--- src/rtl/sc_bgsched_pkg.sv ---
// Shared types for the background lane scheduler: FSM states, shift codes, divisor scaling.
// Pure definitions; no timing or backpressure of its own.
package sc_bgsched_pkg;

  typedef enum logic [2:0] {
    RESET,
    IDLE,
    CLEAR,
    WAIT_REL,
    RUN,
    PAUSE
  } bgState_t;

  localparam logic [1:0] SHIFT_LEFT  = 2'b10;
  localparam logic [1:0] SHIFT_RIGHT = 2'b01;
  localparam logic [1:0] SHIFT_HOLD  = 2'b11;

  // Faster levels halve the divisor per step, never below one tick per shift.
  function automatic int scaledDiv(input int div, input int lvl);
    int d;
    d = div >> lvl;
    return (d < 1) ? 1 : d;
  endfunction

endpackage

--- src/rtl/sc_rr_arbiter.sv ---
// Round-robin pick of the first pending lane at or after ptr; purely combinational, zero latency.
// No backpressure: the caller decides whether a grant is consumed.
module sc_rr_arbiter #(
  parameter int NUM_LANES = 4,
  parameter int LANE_W    = (NUM_LANES > 1) ? $clog2(NUM_LANES) : 1
) (
  input  logic [NUM_LANES-1:0] pending_In,
  input  logic [LANE_W-1:0]    ptr_In,
  output logic                 grantValid_Out,
  output logic [LANE_W-1:0]    grant_Out
);

  function automatic logic [LANE_W-1:0] wrapIdx(input logic [LANE_W-1:0] base, input int off);
    int sum;
    sum = int'(base) + off;
    if (sum >= NUM_LANES) sum = sum - NUM_LANES;
    return LANE_W'(sum);
  endfunction

  // Scan from the farthest offset down so the nearest pending lane is assigned last and wins.
  always_comb begin
    grantValid_Out = 1'b0;
    grant_Out      = '0;
    for (int k = NUM_LANES - 1; k >= 0; k--) begin
      if (pending_In[wrapIdx(ptr_In, k)]) begin
        grantValid_Out = 1'b1;
        grant_Out      = wrapIdx(ptr_In, k);
      end
    end
  end

endmodule

--- src/rtl/sc_lane_scheduler.sv ---
// Frogger background scheduler: shared prescaler, per-lane divisors, round-robin shift strobes.
// Tick-to-strobe 2 cycles, one strobe per cycle max; no backpressure, a re-tick on a pending lane sets overrun.
module sc_lane_scheduler
  import sc_bgsched_pkg::*;
#(
  parameter int                         NUM_LANES   = 4,
  parameter int                         BASE_PERIOD = 2_500_000,
  parameter int                         PRESC_W     = 22,
  parameter int                         DIV_W       = 4,
  parameter logic [NUM_LANES*DIV_W-1:0] LANE_DIV    = {4'd4, 4'd3, 4'd2, 4'd1},
  parameter logic [NUM_LANES-1:0]       LANE_DIR    = 4'b1010,
  parameter int                         LANE_W      = (NUM_LANES > 1) ? $clog2(NUM_LANES) : 1
) (
  input  logic              SC_STATEMACHINEBACKG_CLOCK_50,
  input  logic              SC_STATEMACHINEBACKG_RESET_InHigh,
  input  logic              startButton_InLow,
  input  logic              pause_InLow,
  input  logic [1:0]        level_In,
  output logic [LANE_W-1:0] lane_sel_Out,
  output logic [1:0]        shiftselection_Out,
  output logic              shiftstrobe_OutLow,
  output logic              clear_OutLow,
  output logic              running_Out,
  output logic              overrun_Out
);

  bgState_t             state, nextState;
  logic [PRESC_W-1:0]   presc;
  logic [DIV_W-1:0]     laneCnt [NUM_LANES];
  logic [NUM_LANES-1:0] pending, fireMask, grantMask;
  logic [LANE_W-1:0]    ptr, grant, laneSel;
  logic                 arbValid, grantValid, baseTick;
  logic                 overrun, strobeN;
  logic [1:0]           shiftSel;

  always_ff @(posedge SC_STATEMACHINEBACKG_CLOCK_50 or posedge SC_STATEMACHINEBACKG_RESET_InHigh) begin
    if (SC_STATEMACHINEBACKG_RESET_InHigh) state <= RESET;
    else                                   state <= nextState;
  end

  always_comb begin
    nextState = state;
    case (state)
      RESET:    nextState = IDLE;
      IDLE:     if (!startButton_InLow) nextState = CLEAR;
      CLEAR:    nextState = WAIT_REL;
      WAIT_REL: if (startButton_InLow) nextState = RUN;
      RUN: begin
        if (!startButton_InLow) nextState = CLEAR;
        else if (!pause_InLow)  nextState = PAUSE;
      end
      PAUSE: begin
        if (!startButton_InLow) nextState = CLEAR;
        else if (pause_InLow)   nextState = RUN;
      end
      default:  nextState = RESET;
    endcase
  end

  assign clear_OutLow = !((state == RESET) || (state == CLEAR));
  assign running_Out  = (state == RUN);

  assign baseTick = (state == RUN) && (presc == PRESC_W'(BASE_PERIOD - 1));

  // A divisor of zero leaves the lane permanently idle.
  always_comb begin
    fireMask = '0;
    for (int i = 0; i < NUM_LANES; i++) begin
      if (baseTick && (LANE_DIV[i*DIV_W +: DIV_W] != '0) && (laneCnt[i] <= DIV_W'(1)))
        fireMask[i] = 1'b1;
    end
  end

  sc_rr_arbiter #(
    .NUM_LANES(NUM_LANES),
    .LANE_W   (LANE_W)
  ) u_arb (
    .pending_In    (pending),
    .ptr_In        (ptr),
    .grantValid_Out(arbValid),
    .grant_Out     (grant)
  );

  assign grantValid = arbValid && (state == RUN);
  assign grantMask  = grantValid ? (NUM_LANES'(1) << grant) : '0;

  always_ff @(posedge SC_STATEMACHINEBACKG_CLOCK_50 or posedge SC_STATEMACHINEBACKG_RESET_InHigh) begin
    if (SC_STATEMACHINEBACKG_RESET_InHigh) begin
      presc    <= '0;
      for (int i = 0; i < NUM_LANES; i++) laneCnt[i] <= '0;
      pending  <= '0;
      ptr      <= '0;
      overrun  <= 1'b0;
      strobeN  <= 1'b1;
      shiftSel <= SHIFT_HOLD;
      laneSel  <= '0;
    end else begin
      strobeN  <= 1'b1;
      shiftSel <= SHIFT_HOLD;
      if (state == CLEAR) begin
        presc   <= '0;
        for (int i = 0; i < NUM_LANES; i++)
          laneCnt[i] <= DIV_W'(scaledDiv(int'(LANE_DIV[i*DIV_W +: DIV_W]), int'(level_In)));
        pending <= '0;
        ptr     <= '0;
        overrun <= 1'b0;
      end else if (state == RUN) begin
        presc <= baseTick ? '0 : presc + 1'b1;
        for (int i = 0; i < NUM_LANES; i++) begin
          if (baseTick && (LANE_DIV[i*DIV_W +: DIV_W] != '0)) begin
            if (fireMask[i])
              laneCnt[i] <= DIV_W'(scaledDiv(int'(LANE_DIV[i*DIV_W +: DIV_W]), int'(level_In)));
            else
              laneCnt[i] <= laneCnt[i] - 1'b1;
          end
        end
        // A lane granted in its own tick cycle simply re-arms; only an unserved re-tick is an overrun.
        pending <= (pending & ~grantMask) | fireMask;
        if (|(fireMask & pending & ~grantMask)) overrun <= 1'b1;
        if (grantValid) begin
          strobeN  <= 1'b0;
          laneSel  <= grant;
          shiftSel <= LANE_DIR[grant] ? SHIFT_RIGHT : SHIFT_LEFT;
          ptr      <= (grant == LANE_W'(NUM_LANES - 1)) ? '0 : grant + 1'b1;
        end
      end
    end
  end

  assign lane_sel_Out       = laneSel;
  assign shiftselection_Out = shiftSel;
  assign shiftstrobe_OutLow = strobeN;
  assign overrun_Out        = overrun;

endmodule
--- config.mk ---
export PLATFORM = sky130hd
export DESIGN_NAME = sc_lane_scheduler
export DESIGN_NICKNAME = d
export VERILOG_FILES = /design/src/rtl/sc_bgsched_pkg.sv /design/src/rtl/sc_rr_arbiter.sv /design/src/rtl/sc_lane_scheduler.sv
export SDC_FILE = /design/constraint.sdc
export NUM_CORES = 1
export LEC_CHECK = 0
export ABC_AREA = 1
export BUFFER_PORTS_ARGS = -buffer_cell sky130_fd_sc_hd__buf_2
export CAP_MARGIN = 25
export CORE_ASPECT_RATIO = 1.2
export CORE_MARGIN = 2
export CORE_UTILIZATION = 60
export DETAILED_ROUTE_END_ITERATION = 7
export PLACE_DENSITY = 0.78
export SLEW_MARGIN = 20
export SYNTH_ARGS = -nofsm -noshare
export SYNTH_HDL_FRONTEND = slang
export SYNTH_SLANG_ARGS = --single-unit
--- constraint.sdc ---
create_clock -name SC_STATEMACHINEBACKG_CLOCK_50 -period 5.21 [get_ports SC_STATEMACHINEBACKG_CLOCK_50]
set_clock_uncertainty 0.1 [all_clocks]
set_input_delay 0.521 -clock SC_STATEMACHINEBACKG_CLOCK_50 [delete_from_list [all_inputs] [get_ports SC_STATEMACHINEBACKG_CLOCK_50]]
set_output_delay 0.521 -clock SC_STATEMACHINEBACKG_CLOCK_50 [all_outputs]
set_load 0.02 [all_outputs]
==> impl_metrics.ini <==
[run_status]
status = finished, final reports clean

[flow_run]
cap_violations = 0

[logic_synthesis]
ys_seq_area_frac = 0.408
synthArstFlopShare = 1.00
synth_seq_cells = 53
synth_edf_count = 0
ys.flop_type = dfrtp_1
synth.net_count = 461
ys_types = 36
ys_warn_count = 0
synthCells = 442
avgSynthCellArea_sq_um = 7.37
synth_top_area_share = 0.384
yosys.area.top_type = dfrtp_1
synthTopCellsByArea = dfrtp_1 38%, nand2_1 13%, nor2_1 6.5%, inv_1 5.6%, ha_1 5.0%
synth_area_sq_mm = 0.00326

[floorplanning]
io_pins = 14
die_y_um = 84.7
row_count = 29
start_util = 0.619
core_area_sq_mm = 0.00526
dieArea_sq_mm = 0.00604
die_w_um = 71.3

[placement]
hpwl_um = 5120
gp_congestion = 0.962
numPortBuffers = 13

[drt]
num_vias = 2858
routed_wl_um = 6730
first_pass_iters = 5
routed_via_density = 5.53
drtAntennaViolNets = 0
wl_per_cell_um = 13.0
drt_iter0_drc = 213
drcViolationCount = 0

[timing]
hold_viol_final = 0
fin_crit_ns = 2.45
slew_headroom = 0.566
whs_ns = 0.271
fmax_mhz = 409
tns_ns = 0
fin_crit_sh = 0.469
rsz0062_at_grt = false
worstMarginPinSlew_ns = 0.651
slew_viol_final = 0
setup_violations = 0

[global_routing]
grt-ovfl-total = 0
grt_max_degree = 54
antenna_found_initial = 0
grt_pass1_vias = 2765
grt_pass1_wl_um = 12100
track_usage = 0.245

[cells_and_area]
layout_commonest_cell = nand2_1
most-common-layout-cells = 114 x nand2_1, 56 x nor2_1, 50 x dfrtp_1
fin_nets = 473
antenna_cells = 0
seq_area_sq_mm = 0.00133
area_delta_synth_final_pct = 6.61
finalCoreUtilization = 0.660
drive_above_1_share = 0.0989
multi_input_area_sq_mm = 0.00166
nFillCells = 487

[clock_tree]
htree_num_levels = 2
cts_hold_buf = 0
clk_pin_slew_ns = 0.09
cts_root_buf = clkbuf_8
cts_tree = yes
cts_made_buffers = 5
cts_buffer_depth = 2
clk_latency_ns = 0.31
cts_resized = 0
cts_sinks = 53
cts.repair_timing.setup_buffer_count = 0

[hold_path]
hold_class = input pin to asynchronous set/reset pin

[worst_setup_path]
endpoint_kind = register
reg2reg_depth = 8
cp-start-kind = register
cp.arrival_ns = 2.53
cp.required_ns = 5.29
path_max_fanout = 14
critical_path_class = register to register

[power]
ir_drop_mv = 0.274
power_leakage_uw = 0.00161
power_density_mw_per_mm2 = 380
cell usage after synthesis (6+ instances only):
cell / number
a21oi_1: 15
dfrtp_1: 50
ha_1: 13
inv_1: 49
nand2_1: 114
nand2_2: 6
nand3_1: 30
nand4_1: 12
nor2_1: 56
nor3_1: 19
o21ai_0: 17
o21ai_1: 7
xor2_1: 8
cells by family after synthesis:
logic type,after synthesis,synth area share
simple gates,249,0.333
compound gates,52,0.0922
buf+inv,63,0.0837
fa+ha+maj,13,0.0499
mux,1,0.00307
flops,53,0.408
xor+xnor,11,0.0296
sequential cells by signal, indices dropped and copies added, names as in the netlist:
name and flops:
overrun_Out 1, ptr 2, shiftselection_Out 2, presc 22
pending 4, laneCnt 16, state 3, shiftstrobe_OutLow 1
lane_sel_Out 2
report_power, final:
part           total [uW]  leakage (uW)  switching (uW)  internal, uW
Sequential            540      0.000703            60.4           480
Combinational         458      0.000843             306           152
Clock                 322     0.0000681             132           191
Total                1320       0.00161             498           822
stage by stage:
stage / cells / setup WS, ns / total power (uW) / cell area (sq um)
2_1_floorplan: 442 / 3.22 / 919 / 3260
3_3_place_gp: 509 / 2.85 / 989 / 3340
3_5_place_dp: 509 / 2.81 / 1010 / 3340
4_1_cts: 517 / 2.80 / 1330 / 3470
5_1_grt: 517 / 2.56 / 1420 / 3470
6_report: 517 / 2.76 / 1320 / 3470
worst max-delay path, cell delays in order (launching register included):
cell      delay [ns]
dfrtp_1         0.45
nor2_1          0.20
nand2_1         0.37
nand2_2         0.39
nand2_1         0.20
nor2b_2         0.24
nand2_1         0.13
nor3_1          0.16
a211oi_1        0.07
metal layers:
metal,vias up,wire (um),track usage
met1,1316,2980,0.307
met4,0,90,0.0635
met2,66,3410,0.440
met3,10,251,0.0336
met5,-,0,0
li1,1466,-,-
layout make-up:
class | instances | area share
flip-flops and latches | 53 | 0.383
multi-input cells | 326 | 0.477
clock buffers | 5 | 0.0198
inverters | 54 | 0.0587
clock inverters | 3 | 0.0187
well taps | 62 | 0.0223
repair buffers | 14 | 0.0209
path summary, 6_finish.rpt:
| check | startpoint | to | slack (ns) |
|---|---|---|---|
| hold reg to reg | lane_sel_Out[0] | lane_sel_Out[0] | 0.38 |
| hold / removal | SC_STATEMACHINEBACKG_RESET_InHigh | presc[18] | 0.27 |
| setup reg to reg | state[2] | presc[15] | 2.76 |
| setup / recovery | state[2] | presc[15] | 2.76 |
| max in group asynchronous | SC_STATEMACHINEBACKG_RESET_InHigh | laneCnt[3] | 4.30 |
| min in group SC_STATEMACHINEBACKG_CLOCK_50 | lane_sel_Out[0] | lane_sel_Out[0] | 0.38 |
(Power assumes the default switching activity.)
